## src/rtl/regfile_onehot_8x32.sv

```systemverilog
// regfile_onehot_8x32: 8-entry register bank with a one-hot write port and two
// combinational read ports. Multi-bit write-enable vectors are rejected,
// flagged for one cycle on wr_err and counted in a saturating err_cnt.
// Optional feature macro: READ_BYPASS_EN (same-cycle write-through on reads).
module regfile_onehot_8x32 #(
   parameter int unsigned WIDTH     = 32,
   parameter int unsigned ZERO_REG  = 1,
   parameter int unsigned ERR_CNT_W = 8
) (
   input  logic                 clk,
   input  logic                 reset,
   input  logic [7:0]           we_onehot,
   input  logic [WIDTH-1:0]     wdata,
   input  logic [2:0]           raddr_a,
   input  logic [2:0]           raddr_b,
   output logic [WIDTH-1:0]     rdata_a,
   output logic [WIDTH-1:0]     rdata_b,
   output logic                 wr_err,
   output logic [ERR_CNT_W-1:0] err_cnt
);

   localparam int unsigned NREG = 8;
   localparam int unsigned AW   = 3;
   localparam logic [ERR_CNT_W-1:0] CNT_MAX = '1;
   localparam logic [ERR_CNT_W-1:0] CNT_ONE = ERR_CNT_W'(1);

   logic [WIDTH-1:0] regs [NREG];
   logic             any_we;
   logic             multi_we;
   logic             legal_we;
   logic [NREG-1:0]  wen;

   // Classify the enable vector: x & (x-1) is non-zero iff more than one bit is set
   always_comb begin
      any_we   = |we_onehot;
      multi_we = |(we_onehot & (we_onehot - 8'd1));
      legal_we = any_we & ~multi_we;
   end

   // Per-register commit strobes; a hardwired zero register never accepts a write
   always_comb begin
      wen = '0;
      for (int unsigned i = 0; i < NREG; i++) begin
         wen[i] = legal_we & we_onehot[i];
      end
      if (ZERO_REG != 0) begin
         wen[0] = 1'b0;
      end
   end

   // Register storage, cleared asynchronously
   always_ff @(posedge clk or posedge reset) begin
      if (reset) begin
         for (int unsigned i = 0; i < NREG; i++) begin
            regs[i] <= '0;
         end
      end else begin
         for (int unsigned i = 0; i < NREG; i++) begin
            if (wen[i]) begin
               regs[i] <= wdata;
            end
         end
      end
   end

   // One-cycle illegal-write flag and saturating illegal-write counter
   always_ff @(posedge clk or posedge reset) begin
      if (reset) begin
         wr_err  <= 1'b0;
         err_cnt <= '0;
      end else begin
         wr_err <= multi_we;
         if (multi_we && (err_cnt != CNT_MAX)) begin
            err_cnt <= err_cnt + CNT_ONE;
         end
      end
   end

   // Read port A: stored value, optional write-through, zero register forced last
   always_comb begin
      rdata_a = regs[raddr_a];
`ifdef READ_BYPASS_EN
      if (wen[raddr_a]) begin
         rdata_a = wdata;
      end
`endif
      if ((ZERO_REG != 0) && (raddr_a == AW'(0))) begin
         rdata_a = '0;
      end
   end

   // Read port B: identical structure to port A
   always_comb begin
      rdata_b = regs[raddr_b];
`ifdef READ_BYPASS_EN
      if (wen[raddr_b]) begin
         rdata_b = wdata;
      end
`endif
      if ((ZERO_REG != 0) && (raddr_b == AW'(0))) begin
         rdata_b = '0;
      end
   end

endmodule

```

## config.mk

```make
export PLATFORM = sky130hd
export DESIGN_NAME = regfile_onehot_8x32
export DESIGN_NICKNAME = d
export VERILOG_FILES = /design/src/rtl/regfile_onehot_8x32.sv
export SDC_FILE = /design/constraint.sdc
export NUM_CORES = 1
export LEC_CHECK = 0
export ABC_AREA = 1
export CORE_UTILIZATION = 53
export CTS_CLUSTER_DIAMETER = 100
export CTS_CLUSTER_SIZE = 40
export DETAILED_ROUTE_END_ITERATION = 7
export PLACE_DENSITY = 0.85
export SLEW_MARGIN = 40
export SYNTH_ARGS = -nofsm -noshare
export SYNTH_HDL_FRONTEND = slang
export SYNTH_SLANG_ARGS = --single-unit
```

## constraint.sdc

```tcl
create_clock -name clk -period 7.25 [get_ports clk]
set_clock_uncertainty 0.2 [all_clocks]
set_input_delay 0.725 -clock clk [delete_from_list [all_inputs] [get_ports clk]]
set_output_delay 0.725 -clock clk [all_outputs]
set_load 0.005 [all_outputs]
```

==> results of run 1 <==
[area by class of cell]
cell class | instances | area (um2)
Clock inverter | 5 | 101
Sequential cell | 233 | 5830
Inverter | 87 | 335
Clock buffer | 11 | 275
Fill cell | 2259 | 10200
Tap cell | 330 | 413
Multi-Input combinational cell | 1317 | 6600
Timing Repair Buffer | 137 | 1330
[layer usage]
metal	vias up	global-route usage (%)
met5	-	0
met4	0	16.0
met3	177	5.39
met2	1045	51.6
met1	6631	45.1
li1	6188	-
[worst reg2reg max path: cells and delay by family, from the launching register on]
family	cells	cell delay (ps)
AND/OR/NAND/NOR	5	810
flip-flops	1	460
adder cells (fa/ha/maj)	1	250
AO/OA/AOI/OAI	1	90
[cells in the mapped netlist (3+ instances only)]
cell type	n	area share, %
nand2_1	577	16
dfrtp_1	233	43
nand4_1	194	9.0
o21ai_0	149	5.5
a21oi_1	112	4.1
clkbuf_1	102	2.8
inv_1	82	2.3
nor2_1	73	2.0
buf_2	45	1.7
nand3_1	39	1.4
a22oi_1	35	1.9
a31oi_1	35	1.6
o211ai_1	34	1.9
a32oi_1	30	1.9
buf_1	17	0.47
buf_4	8	0.44
nand4_4	6	0.94
inv_2	5	0.14
nor2_2	3	0.14
nor2_8	3	0.44
o21ai_1	3	0.11
o221ai_1	3	0.19
xnor2_1	3	0.19
xor2_1	3	0.19
[flip-flops by register name, indices dropped and copies added (netlist names)]
signal and count:
regs 224, wr_err 1, err_cnt 8
[final timing paths]
path | startpoint | slack (ps) | end | cells after the start
max in group asynchronous | reset | 5240 | regs[212] | 3
worst min-delay path | regs[4] | 280 | regs[4] | 2
min in group asynchronous | reset | 470 | regs[62] | 2
worst min register to register | regs[4] | 280 | regs[4] | 2
worst max-delay path | raddr_a[1] | 2580 | rdata_a[23] | 11
worst max register to register | err_cnt[0] | 5370 | err_cnt[6] | 7
[power groups by stage]
stage          Sequential [mW]  Clock [mW]  Combinational [mW]
6_report                  1.74       0.807               0.842
3_3_place_gp              1.75           0               0.796
2_1_floorplan             1.71           0               0.537
3_5_place_dp              1.75           0               0.828
5_1_grt                   1.77       0.844               0.937
4_1_cts                   1.73       0.808               0.833
[logic make-up after synthesis]
group           Yosys count
xor+xnor                  6
compound gates          406
fa+ha+maj                 1
flops                   233
buf+inv                 262
simple gates            904
[per-stage QoR]
| stage | area, um2 | hold WS [ps] | util, % | worst slack (ps) |
|---|---|---|---|---|
| floorplan | 13500 | 242 | - | 3280 |
| global placement | 14500 | 255 | 57.6 | 2320 |
| detailed placement | 14500 | 258 | 57.7 | 2630 |
| CTS | 14900 | 289 | 59.2 | 2620 |
| global route | 14900 | 303 | 59.3 | 2530 |
| finish | 14900 | 284 | 59.3 | 2580 |
==> run_results.csv, run 1 <==
group,metric,value,unit
detailed_routing,via_per_inst,6.62,
cts,clock_latency,510,ps
layout,syn_to_final_growth,10.1,%
yosys,ys.flop_type,"dfrtp_1",
detailed_routing,met1_length,17100,um
timing,slew_headroom,42.9,%
global_route,gr-total-overflow,0,
global_route,grt_pass1_wl,68900,um
yosys,yosysWarnings,0,
layout,final_cell_mix,"nand2_1 (577), dfrtp_1 (233), nand4_1 (194)",
yosys,synth_top_family_by_area,"simple AND/OR/NAND/NOR gates",
cts,cts_buffers,11,
cts,cts_resized,0,
flow_run,maxCapViolCount,0,
yosys,synth_edf_count,0,
critical_path,cp.required,6320,ps
floorplan,chipHeight,162,um
yosys,synth-simple-area-share,30.6,%
global_route,antenna_found_initial,0,
detailed_routing,routed_wl,44200,um
critical_path,crit_slowest_cell,"clkdlybuf4s50_1",
floorplan,initial_core_util,53.8,%
layout,finalNonFillerCells,2120,
detailed_routing,drtAntennaViolNets,0,
critical_path,end_kind,"primary output",
layout,layout_commonest_cell,"nand2_1",
global_route,grt_util_all_layers,33.1,%
floorplan,ioPinCount,121,
yosys,synth_area,13500,um2
floorplan,row_count,58,
power_and_ir_drop,p_per_area,228,nW/um2
yosys,synthXorXnorAreaFrac,0.389,%
timing,fin_tns_setup,0,ps
detailed_routing,wl_met2,19800,um
power_and_ir_drop,report.power.total,3.39,mW
power_and_ir_drop,p_int,2.21,mW
yosys,synthesis.nets,1861,
cts,cts_tree,"built",
detailed_routing,avgRoutedWirePerCell,20.8,um
floorplan,die_area,26100,um2
yosys,synth-adder-area-share,0.0926,%
yosys,synth_compound_area_share,17.7,%
yosys,synth_seq_cells,233,
critical_path,cp_cell_sequence,"clkdlybuf4s50_1 -> inv_1 -> buf_4 -> nand2_1 -> inv_2 -> buf_4 -> a22oi_1 -> nand2_1 -> nand2_1 -> o21ai_0 -> clkdlybuf4s50_1",
power_and_ir_drop,p_leak,7.01,nW
cts,htreeDepth,1,
placed_design,place.port_buffers,120,
cts,post_cts_buffers,0,
timing,setup-violations-final,0,
cts,hold_buffers,0,
timing,post-route-min-period,4670,ps
detailed_routing,wl_met3,5300,um
critical_path,cp.arrival,3750,ps
critical_path,cpMostUsedCell,"nand2_1",
yosys,synth_cell_types,36,
global_route,grt_pass1_vias,12900,
critical_path,crit_family,"buffers and inverters",
critical_path,worst-path-max-fanout,26,
cts,cts_sinks,233,
timing,hold_viol_final,0,
power_and_ir_drop,seqPwrFrac,51.4,%
cts,clkTransAtPathRegs,120,ps
yosys,post_synth.cell_area_avg,7.46,um2
power_and_ir_drop,p_comb_share,24.8,%
cts,clockBufferDepth,3,
layout,drive_gt1_share,4.13,%
layout,final_nets,1836,
power_and_ir_drop,p_switching,1.18,mW
yosys,syn_inst,1812,
global_route,grt_max_degree,126,
run_status,outcome,"finished, final reports clean",
placed_design,dp_cells,2104,
timing,worst_pin_slew,856,ps
worst_hold_path,worstHoldPathType,"reg2reg",
yosys,synth-seq-area-share,43.2,%
critical_path,critPathMaxStageDelay,560,ps
critical_path,critPathBufInv,6,
detailed_routing,drc,0,
timing,slew_violations,0,
floorplan,core_area,25100,um2
detailed_routing,dr.pass1.iters,6,
floorplan,fp.dieW,162,um
yosys,synth_mux_area_share,0,%
cts,cts-root-buf,"clkbuf_16",
detailed_routing,top_layer_used,"met4",
detailed_routing,drtIter0Drc,2481,
power_and_ir_drop,peakVddDrop,154,uV
critical_path,worstSetupStartpointType,"primary input",
power_and_ir_drop,clkPwrFrac,23.8,%
timing,fmax,0.214,GHz
yosys,synthArstFlopShare,100,%
timing,period_share,64.4,%
critical_path,critPathKind,"in2out",
timing,rsz0062_at_grt,"no",
detailed_routing,vias,14000,
placed_design,dpl.hpwl,23500,um
placed_design,gp_congestion,0.849,
power_and_ir_drop,switching_share,34.8,%
layout,antenna_cells,0,
Power figures use the tool's default switching activity.
==> run 2, diff against run 1 <==
--- a/config.mk
+++ b/config.mk
@@ -6,11 +6,11 @@
 export NUM_CORES = 1
 export LEC_CHECK = 0
 export ABC_AREA = 1
-export CORE_UTILIZATION = 53
+export CORE_UTILIZATION = 59
 export CTS_CLUSTER_DIAMETER = 100
 export CTS_CLUSTER_SIZE = 40
 export DETAILED_ROUTE_END_ITERATION = 7
-export PLACE_DENSITY = 0.85
+export PLACE_DENSITY = 0.89
 export SLEW_MARGIN = 40
 export SYNTH_ARGS = -nofsm -noshare
 export SYNTH_HDL_FRONTEND = slang
==> constraint.sdc (replaced) <==
create_clock -name clk -period 4.6 [get_ports clk]
set_clock_uncertainty 0.2 [all_clocks]
set_input_delay 0.46 -clock clk [delete_from_list [all_inputs] [get_ports clk]]
set_output_delay 0.46 -clock clk [all_outputs]
set_load 0.005 [all_outputs]
==> run_results.csv, run 2 (same netlist as run 1, synthesis figures left out) <==
group,metric,value,unit
run_status,outcome,"finished, final reports clean",
timing,hold_viol_final,0,
global_route,grt_max_degree,225,
layout,final_nets,1850,
critical_path,cpMostUsedCell,"buf_4",
cts,cts_tree,"built",
power_and_ir_drop,peakVddDrop,262,uV
layout,drive_gt1_share,4.82,%
layout,syn_to_final_growth,11.2,%
layout,reg_top3,"regs: 224 flops, err_cnt: 8 flops, wr_err: 1 flops",
critical_path,cp.arrival,3330,ps
timing,slew_headroom,39.1,%
detailed_routing,drc,0,
placed_design,dpl.hpwl,24500,um
detailed_routing,drtAntennaViolNets,0,
timing,hold-worst-slack,113,ps
critical_path,end_kind,"primary output",
placed_design,place.port_buffers,120,
layout,final_cell_mix,"nand2_1 (577), dfrtp_1 (233), nand4_1 (194)",
cts,post_cts_buffers,0,
floorplan,initial_core_util,59.9,%
critical_path,worst-path-max-fanout,55,
worst_hold_path,worstHoldPathType,"in2async",
timing,period_share,86.7,%
timing,fin_tns_setup,0,ps
floorplan,core_area,22600,um2
critical_path,r2r_slack,2660,ps
floorplan,fp.dieW,153,um
cts,clockBufferDepth,3,
critical_path,r2r-start,"err_cnt[0]",
cts,clock_latency,490,ps
critical_path,crit_slowest_cell,"clkinv_2",
layout,regMostFlops,"regs",
timing,rsz0062_at_grt,"no",
cts,hold_buffers,0,
layout,antenna_cells,0,
global_route,grt_pass1_vias,13200,
layout,finalNonFillerCells,2089,
global_route,grt_pass1_wl,70300,um
detailed_routing,drtIter0Drc,2017,
timing,setup_slack,614,ps
critical_path,worstSetupStartpointType,"primary input",
global_route,antenna_found_initial,0,
cts,cts_buffers,11,
critical_path,crit_path_start,"raddr_b[0]",
critical_path,worstSetupEndpoint,"rdata_b[11]",
timing,fmax,0.251,GHz
cts,cts_resized,0,
detailed_routing,dr.pass1.iters,6,
cts,htreeDepth,1,
critical_path,cp_cell_sequence,"buf_4 -> clkinv_2 -> buf_4 -> o21ai_0 -> a21oi_1 -> a31oi_1 -> clkdlybuf4s50_1",
flow_run,maxCapViolCount,0,
timing,setup-violations-final,0,
global_route,grt_util_all_layers,37.5,%
layout,n_fill_cell,1805,
detailed_routing,via_per_inst,6.73,
floorplan,ioPinCount,121,
detailed_routing,vias,14100,
floorplan,die_area,23500,um2
cts,cts-root-buf,"clkbuf_16",
global_route,gr-total-overflow,0,
timing,worst_pin_slew,914,ps
timing,slew_violations,0,
cts,cts_sinks,233,
placed_design,gp_congestion,0.899,
power_and_ir_drop,p_per_area,359,nW/um2
critical_path,critPathKind,"in2out",
layout,largest_reg_flops,224,
critical_path,r2r_cells,7,
critical_path,critPathMaxStageDelay,810,ps
cts,clkTransAtPathRegs,140,ps
detailed_routing,avgRoutedWirePerCell,21.4,um
floorplan,chipHeight,153,um
placed_design,dp_cells,2072,
power_and_ir_drop,p_leak,7.11,nW
detailed_routing,routed_wl,44700,um
layout,layout_commonest_cell,"nand2_1",
critical_path,timing.rr.end,"err_cnt[6]",
timing,post-route-min-period,3990,ps
critical_path,cp.required,3940,ps
floorplan,row_count,55,
placed_design,dp_slack,942,ps
[run 2: changes by cell type in the layout (fill, tap and decap cells not counted), sizes merged]
cell,delta
buf,+15
inv,-2
bufinv,+1
clkbuf,-1
clkinv,+1
[run 2: report_power, final]
group          internal [mW]  switching (mW)  total, mW
Clock                  0.537           0.761       1.30
Sequential              2.43           0.315       2.75
Combinational          0.572           0.779       1.35
Total                   3.54            1.86       5.40
[run 2: worst min-delay path by stage]
| stage | start | end | slack (ps) | depth (start not counted) |
|---|---|---|---|---|
| finish | reset | regs[125] | 110 | 2 |
| CTS | reset | regs[125] | 120 | 2 |
| global route | reset | regs[125] | 140 | 2 |
| global placement | regs[26] | regs[26] | 260 | 2 |
| detailed placement | regs[20] | regs[20] | 260 | 2 |
| floorplan | regs[0] | regs[0] | 240 | 2 |
[run 2: area by class of cell]
type | count | area (um2) | share of cell area, %
repair buffers | 151 | 1520 | 10.1
inverters | 87 | 332 | 2.21
clock buffers | 11 | 275 | 1.83
multi-input cells | 1317 | 6600 | 43.9
clock inverters | 5 | 103 | 0.683
well taps | 285 | 357 | 2.37
flip-flops and latches | 233 | 5830 | 38.8
[run 2: per-layer routing]
metal / global-route usage [%] / vias to the layer above / share of wire (%)
li1: - / 6218 / -
met1: 49.4 / 6528 / 36
met2: 58.4 / 1128 / 45
met3: 8.19 / 187 / 14
met4: 19.3 / 0 / 4.6
met5: 0 / - / 0
[run 2: metrics by stage]
step | util [%] | power, mW | area [um2]
finish | 66.6 | 5.40 | 15000
floorplan | - | 3.54 | 13500
detailed placement | 64.8 | 4.09 | 14600
global route | 66.6 | 5.64 | 15000
global placement | 64.6 | 4.02 | 14600
CTS | 66.4 | 5.36 | 15000
[run 2: critical path: cells and delay by family]
kind | cells | cell delay [ps]
AOI/OAI and AO/OA | 3 | 530
buffers and inverters | 4 | 2310
